`src/rtl/prog_sequencer_pkg.sv`:
```
// Shared definitions for the program sequencer.
//   seq_state_t : FSM state encoding (6 states, 3 bits)
//   OP_MVI      : opcode that is followed by an immediate word
//   OPC_HI/LO   : position of the opcode field inside an instruction word
//   opcode_of() : extracts the opcode field from an instruction word
package prog_sequencer_pkg;

  typedef enum logic [2:0] {
    S_IDLE    = 3'd0,
    S_F_INSTR = 3'd1,
    S_W_INSTR = 3'd2,
    S_W_IMM   = 3'd3,
    S_EXEC    = 3'd4,
    S_HALT    = 3'd5
  } seq_state_t;

  localparam logic [2:0] OP_MVI = 3'b001;
  localparam int OPC_HI = 15;
  localparam int OPC_LO = 13;

  function automatic logic [2:0] opcode_of(input logic [15:0] word);
    return word[OPC_HI:OPC_LO];
  endfunction

endpackage

```
`src/rtl/prog_sequencer_watchdog.sv`:
```
// seq_watchdog: 4-bit cycle counter guarding the EXEC state.
//   Clock   : system clock, rising edge
//   Resetn  : synchronous active-low reset
//   clear   : forces the count back to zero (has priority over enable)
//   enable  : advances the count by one
//   expired : count has reached TIMEOUT-1, i.e. this is the TIMEOUT-th
//             enabled cycle since the last clear
module seq_watchdog #(
  parameter int TIMEOUT = 15
) (
  input  logic Clock,
  input  logic Resetn,
  input  logic clear,
  input  logic enable,
  output logic expired
);

  logic [3:0] count;

  always_ff @(posedge Clock) begin
    if (!Resetn) begin
      count <= '0;
    end else if (clear) begin
      count <= '0;
    end else if (enable) begin
      count <= count + 4'd1;
    end
  end

  assign expired = (count == 4'(TIMEOUT - 1));

endmodule

```
`src/rtl/prog_sequencer.sv`:
```
// prog_sequencer: fetches instructions (and the mvi immediate) from a
// synchronous program ROM and hands them to the processor core, holding
// Run high until the core answers with Done.
//   Clock, Resetn        : clock and synchronous active-low reset
//   Start                : pulse; (re)starts at address 0 from IDLE/HALT
//   mem_addr / mem_data  : ROM address out, data back one cycle later
//   DIN, Run / Done      : processor instruction bus and handshake
//   pc                   : address of the instruction in flight
//   busy, halted, error  : status; error is sticky until reset or Start
//   instr_count          : completed instructions, saturating at 255
module prog_sequencer #(
  parameter int ADDR_W = 5,
  parameter int PROG_LEN = 32,
  parameter int TIMEOUT = 15,
  parameter logic [2:0] OP_MVI = prog_sequencer_pkg::OP_MVI
) (
  input  logic              Clock,
  input  logic              Resetn,
  input  logic              Start,
  output logic [ADDR_W-1:0] mem_addr,
  input  logic [15:0]       mem_data,
  output logic [15:0]       DIN,
  output logic              Run,
  input  logic              Done,
  output logic [ADDR_W-1:0] pc,
  output logic              busy,
  output logic              halted,
  output logic              error,
  output logic [7:0]        instr_count
);

  import prog_sequencer_pkg::*;

  // One extra bit so that PROG_LEN == 2**ADDR_W is reachable without wrap.
  localparam logic [ADDR_W:0] PROG_END = (ADDR_W + 1)'(PROG_LEN);

  seq_state_t      state;
  logic [15:0]     instr;
  logic [15:0]     imm;
  logic [ADDR_W:0] pc_plus1;
  logic [ADDR_W:0] pc_adv;
  logic            instr_mvi;
  logic            wd_expired;

  function automatic logic is_mvi(input logic [15:0] word);
    return opcode_of(word) == OP_MVI;
  endfunction

  function automatic logic [7:0] sat_inc8(input logic [7:0] v);
    return (v == 8'hFF) ? v : v + 8'd1;
  endfunction

  assign instr_mvi = is_mvi(instr);
  assign pc_plus1  = {1'b0, pc} + (ADDR_W + 1)'(1);
  assign pc_adv    = {1'b0, pc} + (instr_mvi ? (ADDR_W + 1)'(2) : (ADDR_W + 1)'(1));

  assign busy   = (state != S_IDLE) && (state != S_HALT);
  assign halted = (state == S_HALT);

  seq_watchdog #(.TIMEOUT(TIMEOUT)) u_watchdog (
    .Clock   (Clock),
    .Resetn  (Resetn),
    .clear   (state != S_EXEC),
    .enable  ((state == S_EXEC) && !Done),
    .expired (wd_expired)
  );

  // Instruction and immediate holding registers carry data only.
  always_ff @(posedge Clock) begin
    if (state == S_W_INSTR) instr <= mem_data;
    if (state == S_W_IMM)   imm   <= mem_data;
  end

  always_ff @(posedge Clock) begin
    if (!Resetn) begin
      state       <= S_IDLE;
      pc          <= '0;
      mem_addr    <= '0;
      DIN         <= '0;
      Run         <= 1'b0;
      error       <= 1'b0;
      instr_count <= '0;
    end else begin
      case (state)
        S_IDLE, S_HALT: begin
          if (Start) begin
            pc          <= '0;
            mem_addr    <= '0;
            instr_count <= '0;
            error       <= 1'b0;
            state       <= S_F_INSTR;
          end
        end
        S_F_INSTR: begin
          // The ROM has already latched pc; present pc+1 now so that an
          // immediate word is on mem_data during W_IMM. Harmless when the
          // instruction turns out not to be mvi.
          mem_addr <= pc_plus1[ADDR_W-1:0];
          state    <= S_W_INSTR;
        end
        S_W_INSTR: begin
          if (is_mvi(mem_data)) begin
            state <= S_W_IMM;
          end else begin
            DIN   <= mem_data;
            Run   <= 1'b1;
            state <= S_EXEC;
          end
        end
        S_W_IMM: begin
          if (pc_plus1 == PROG_END) begin
            // mvi in the last ROM word has no immediate to go with it.
            error <= 1'b1;
            state <= S_HALT;
          end else begin
            DIN   <= instr;
            Run   <= 1'b1;
            state <= S_EXEC;
          end
        end
        S_EXEC: begin
          // Done wins over both watchdog expiry and a stray Start.
          if (Done) begin
            Run         <= 1'b0;
            instr_count <= sat_inc8(instr_count);
            pc          <= pc_adv[ADDR_W-1:0];
            mem_addr    <= pc_adv[ADDR_W-1:0];
            state       <= (pc_adv >= PROG_END) ? S_HALT : S_F_INSTR;
          end else if (wd_expired) begin
            error <= 1'b1;
            Run   <= 1'b0;
            state <= S_HALT;
          end else begin
            DIN <= instr_mvi ? imm : instr;
          end
        end
        default: state <= S_IDLE;
      endcase
    end
  end

endmodule

```
`config.mk`:
```
export PLATFORM = sky130hd
export DESIGN_NAME = prog_sequencer
export DESIGN_NICKNAME = d
export VERILOG_FILES = /design/src/rtl/prog_sequencer_pkg.sv /design/src/rtl/prog_sequencer_watchdog.sv /design/src/rtl/prog_sequencer.sv
export SDC_FILE = /design/constraint.sdc
export NUM_CORES = 1
export LEC_CHECK = 0
export CAP_MARGIN = 20
export CORE_ASPECT_RATIO = 1.5
export CORE_MARGIN = 5
export CORE_UTILIZATION = 45
export CTS_CLUSTER_DIAMETER = 120
export CTS_CLUSTER_SIZE = 28
export DETAILED_ROUTE_END_ITERATION = 10
export MAX_ROUTING_LAYER = met4
export PLACE_DENSITY = 0.69
export SYNTH_ARGS = -nofsm -noshare
export SYNTH_HDL_FRONTEND = slang
export SYNTH_HIERARCHICAL = 1
export SYNTH_SLANG_ARGS = --single-unit
export TNS_END_PERCENT = 5
```
`constraint.sdc`:
```
create_clock -name Clock -period 2.9 [get_ports Clock]
set_input_delay 0.435 -clock Clock [delete_from_list [all_inputs] [get_ports Clock]]
set_output_delay 0.435 -clock Clock [all_outputs]
set_load 0.005 [all_outputs]
```
=== Word-level counts from Yosys, hierarchy flattened ===
Index checks and enable logic that the tools add are counted.

* Flip-flop bits (word level): 75
* Bits in latches: 0
* Memory bits (writable): 0
* Memory bits (read-only): 0
* Input port bits: 20
* Output and inout bits: 38
* Logic and storage cells: 88
* Memories kept: 0

* $add $sub $neg: 4
* $mul: 0
* Divide/modulo/power cells: 0
* Magnitude comparators: 1
* Eq/ne operators: 22
* Shift operators: 0
* Muxes and demuxes: 32
* Bitwise gates (word level): 1
* Reduce and logical (&&, ||, !) cells: 18

{| class="wikitable"
|+ Operators with widths
! cell !! number
|-
| 16-bit two-way mux || 5
|-
| 16-bit one-hot mux with 3 select lines || 1
|-
| 8-bit two-way mux || 3
|-
| 8-bit one-hot mux with 2 select lines || 1
|-
| 3-bit two-way mux || 5
|-
| 3-bit one-hot mux with 5 select lines || 1
|-
| 5-bit one-hot mux with 3 select lines || 1
|-
| 2-bit inequality test (second input constant) || 7
|-
| 3-bit nonzero test || 4
|-
| 5-bit two-way mux || 2
|-
| 5-bit one-hot mux with 2 select lines || 1
|-
| 5-bit AND reduction || 2
|-
| 3-bit by 1-bit == test with 1-bit output (second input constant) || 3
|-
| 1-bit two-way mux || 9
|-
| 8-bit by 1-bit adder with 8-bit output (second input constant) || 1
|-
| 8-bit == test (second input constant) || 1
|-
| 4-bit AND reduction || 2
|-
| 5-bit by 1-bit adder with 6-bit output (second input constant) || 1
|-
| 5-bit by 2-bit adder with 6-bit output || 1
|-
| 3-bit by 2-bit == test with 1-bit output (second input constant) || 2
|-
| 3-bit == test (second input constant) || 2
|-
| 6-bit == test (second input constant) || 1
|-
| 6-bit greater-or-equal comparator (second input constant) || 1
|-
| 3-bit inequality test (second input constant) || 2
|-
| other kinds (14) || 19
|}

=== Logic depth before layout (Yosys ltp) ===
* Depth after elaboration: 7
* Depth in mapped cells: 7
* Mapped depth without buffers: 7

=== By module ===
Netlist, hierarchy kept.

{| class="wikitable"
|+ Modules (own cells, without submodules)
! module !! times used !! cells each !! area each (µm²) !! seq. area each (µm²)
|-
| prog_sequencer || 1 || 293 || 3316.9 || 1741.7
|-
| seq_watchdog || 1 || 20 || 200.2 || 80.1
|}

=== Worst setup path after synthesis ===
No wires, ideal clock.

* Path type: register to register
* Start point: register state[1]
* End point: register instr[0], enable pin
* Data arrival time: 1.815 ns
* Setup slack: 0.676 ns
* Cell stages (with the launch flop): 4
* Buffers on the path: 1
* Period minus slack after synthesis: 2.224 ns
* Cell sequence: dfxtp_1 > buf_2 > inv_1 > nor3_1

* Longest elaborated chain between the ends: 1

{| class="wikitable"
|+ RTL lines
! item !! line !! source
|-
| start, declared || prog_sequencer.sv:37 || <nowiki>seq_state_t state;</nowiki>
|-
| start signal, assigned || prog_sequencer.sv:128 || <nowiki>state <= (pc_adv >= PROG_END) ? S_HALT : S_F_INSTR;</nowiki>
|-
| 3-bit by 2-bit == test with 1-bit output || prog_sequencer.sv:70 || <nowiki>if (state == S_W_INSTR) instr <= mem_data;</nowiki>
|-
| end signal, assigned || prog_sequencer.sv:70 ||
|-
| end, declared || prog_sequencer.sv:38 || <nowiki>logic [15:0] instr;</nowiki>
|}

Every way passes these cells.
A chain may end at the register's enable or synchronous reset.

=== Worst setup path after layout ===
* Start point: register state[0]
* End point: output port busy

* Longest elaborated chain between the ends: 2

{| class="wikitable"
|+ RTL lines
! item !! line !! source
|-
| 3-bit inequality test / 3-bit nonzero test (equally long branches) || prog_sequencer.sv:57 || <nowiki>assign busy = (state != S_IDLE) && (state != S_HALT);</nowiki>
|-
| 1-bit logical AND (*) || prog_sequencer.sv:57 ||
|-
| end, declared || prog_sequencer.sv:26 || <nowiki>output logic busy,</nowiki>
|}

Mark *: on every way between the ends. The rest lies on a longest branch, timed or not.

==> summary.txt <==
Status
  – Status: complete, no violations

Floorplanning
  – Die area: 9720 sq um
  – Starting Density: 46.2%
  – Core Region: around 7600 sq um
  – Chip height: 118 um
  – Top Ports: a little under 60
  – Die width: 82.2 um
  – # rows: 39

Pwr
  – Sw Share: 33.5%
  – Clock power frac: 25.7%
  – Leakage: 1.49 nW
  – NetSw: approximately 1.3 mW
  – Comb pwr share: 35.2%
  – Pint: 2.49 mW
  – Register share of total power: 39.1%
  – Power Dens Cells: 841 nW/um^2
  – VDD IR max: 0.000443 V

Critical path
  – Worst Path Required: 2.47 ns
  – Crit path max fanout: 14
  – Crit end category: primary output
  – Origin of the critical flop-to-flop path: pc[1]
  – WP depth: 3
  – Worst Setup EP: busy
  – Crit path buf inv count: 1
  – Delay-heaviest family, CP: flip-flops
  – Critical path origin: state[0]
  – Reg2reg end: DIN[15]
  – WP data arrival: 2.02 ns
  – Critical path cell sequence: xnor2_1 > nand2_1 > clkdlybuf4s50_1
  – Reg2reg setup slack: 0.55 ns
  – Crit-path slowest cell: dfxtp_1
  – CP peak stage delay: between 0.7 and 0.8 ns
  – Critical path type: register to primary output
  – Cells on worst reg2reg path: 6
  – Crit start category: register

Synthesis
  – Syn_area_per_cell: 11.2 sq um
  – Seq/Total Area, Yosys: 51.8%
  – Syn Nets: 340
  – Post-synthesis register bit count: 75
  – Post-Synthesis Cells: approximately 310
  – Dominant cells by area after synthesis: edfxtp_1 (27%), dfxtp_1 (24%), a211oi_1 (7.3%)
  – EDFF count, synth: 32
  – Most area-hungry cell type in the Yosys netlist: edfxtp_1
  – Mapped Area: 3520 sq um
  – Yosys warns: 6
  – Yosys top cell area share: 27.3%
  – Post-synth cell types: 68
  – Ys async rst share: 0%
  – Post-synth top flop: dfxtp_1

Timing
  – Final TNS setup: 0 ns
  – Slew headroom: a little over a third
  – F_max: 407 MHz
  – Hold Fails Final Rpt: 0
  – Fin worst setup slack: 0.445 ns
  – Post-route minimum period: between 2 and 2.5 ns
  – Finish-stage setup viols: 0
  – Unrepaired setup endpoints after global routing: no
  – Max Slew Vio Count: 0
  – Worst Skew: between 0.004 and 0.005 ns
  – Fin crit share: 84.6%
  – Worst-margin pin slew: about 0.95 ns

Finish
  – Area Growth Syn to Fin: 26.9%
  – Util after Layout: about 59%
  – Ant diodes: 0
  – Nets: 400
  – Most common cell after layout, fill and taps aside: clkdlybuf4s50_1
  – Layout cells sized above 1: approximately 10%
  – Most frequent cells in the layout: clkdlybuf4s50_1 (57), dfxtp_1 (43), a211oi_1 (34)

Detailed routing
  – Wirelength, routed: 8920 um
  – First DRT Iteration DRCs: 226
  – DR pass1 iterations: 5
  – Detailed-route DRC error count: 0
  – Post-detailed-route count of antenna-violating nets: 0
  – Drt wl/cell: ~19 um
  – DR vias: about 3000
  – Detailed-route vias per instance: 6.16

GRT
  – Largest net degree at the start of global routing: 27
  – Vias in the first global route: 2930
  – Total Routing Usage GR: 20.0%
  – Overflow after GRT: 0
  – Initial antenna violation count: 0
  – First-pass GRT wire length: 14700 um

Place
  – Port Buf Inserts: 57
  – RD Place Congestion: 0.843
  – Pre-CTS setup slack: between 0.3 and 0.4 ns
  – Final HPWL DP: around 6100 um

Clock network
  – Clock Sinks: 75
  – Setup bufs post-CTS: 0
  – Htree depth: 3
  – CTS root buffer: clkbuf_16
  – Clk pin slew, worst setup/hold paths: roughly 0.050 ns
  – CTS Hold Bufs: 0
  – Latest clock arrival within the worst-skew pair: 0.33 ns
  – CTS tree: yes
  – Clock Path Buffers: 2
  – Post-CTS resize count: 0
  – TritonCTS Buffers: 9

Min path
  – Hold crit path type: register to register

Run
  – Max cap viols: 0
==> metrics by stage <==
| stage | total power [mW] | instances | hold slack, ns | instance area [sq um] |
|---|---|---|---|---|
| floorplan | 2.26 | 313 | 0.463 | 3520 |
| global placement | 2.77 | 464 | 0.465 | 4210 |
| detailed placement | 2.80 | 464 | 0.469 | 4210 |
| CTS | 3.78 | 480 | 0.478 | 4460 |
| global route | 3.98 | 480 | 0.500 | 4460 |
| finish | 3.75 | 480 | 0.472 | 4460 |
==> routing by layer <==
| metal | global-route usage (%) | vias to the layer above | part of all wire, % |
|---|---|---|---|
| met3 | 4.64 | 11 | 6.2 |
| met4 | 5.93 | 0 | 1.3 |
| met2 | 32.1 | 120 | 51 |
| met1 | 24.8 | 1439 | 42 |
| li1 | - | 1385 | - |
| met5 | - | - | 0 |
==> layout make-up <==
cell class                 count  area [sq um]
inverter                       9          33.8
multi-input combinational    208          1550
tap                          102           128
clock inverter                 3          16.3
timing repair buffer          70           668
fill                         678          3150
sequential                    75          1820
clock buffer                  13           240
==> Yosys cell counts (3+ instances only) <==
cell type,instances
a211oi_1,34
a21oi_1,10
a222oi_1,13
a22oi_1,3
a31oi_1,4
and3_1,5
buf_2,12
clkbuf_1,6
dfxtp_1,43
edfxtp_1,32
ha_1,7
inv_1,8
mux2i_1,8
nand2_1,16
nand2b_1,4
nand3_1,6
nand3b_1,4
nand4_1,4
nor2_1,9
nor3_1,5
o2111ai_1,3
o21a_1,3
o21ai_0,9
o2bb2ai_1,3
o31ai_1,3
or3_1,4
or4_1,3
xnor2_1,3
==> sequential cells by signal (all words and copies together), names as in the netlist <==
register and flops:
error 1, u_watchdog/count 4, instr_count 8, mem_addr 5, instr 16, Run 1
imm 16, DIN 16, state 3, pc 5
==> tightest hold or removal path: stages, from the launching register on <==
cell	delay [ns]
dfxtp_1	0.30
nand2_1	0.05
o22ai_1	0.07
==> worst min-delay path by stage <==
stage                     cells after the start     endpoint        start  slack (ns)
after global placement                        2  mem_addr[4]  mem_addr[4]        0.47
after global routing                          2  mem_addr[4]  mem_addr[4]        0.50
final                                         2  mem_addr[4]  mem_addr[4]        0.47
after CTS                                     2  mem_addr[4]  mem_addr[4]        0.48
after detailed placement                      2  mem_addr[4]  mem_addr[4]        0.47
after floorplan                               2  mem_addr[4]  mem_addr[4]        0.46
==> power groups by stage <==
stage	combinational (mW)	clock, mW	sequential, mW
final	1.32	0.965	1.47
after global routing	1.45	1.04	1.49
after CTS	1.33	0.989	1.47
after detailed placement	1.32	0	1.49
after global placement	1.30	0	1.48
after floorplan	0.831	0	1.43
==> cells by family (layout without fill, tap and decap cells) <==
family	count (synthesis)	count (layout)	share of synthesized area [%]
DFF	75	75	51.8
adders and majority gates	7	7	2.49
AOI/OAI and AO/OA	109	109	24.1
buffers and inverters	30	95	4.16
and+or+nand+nor	81	81	14.4
muxes	8	8	2.28
xor gates and xnor gates	3	3	0.747
No activity file was read; power rests on OpenSTA's default activity.
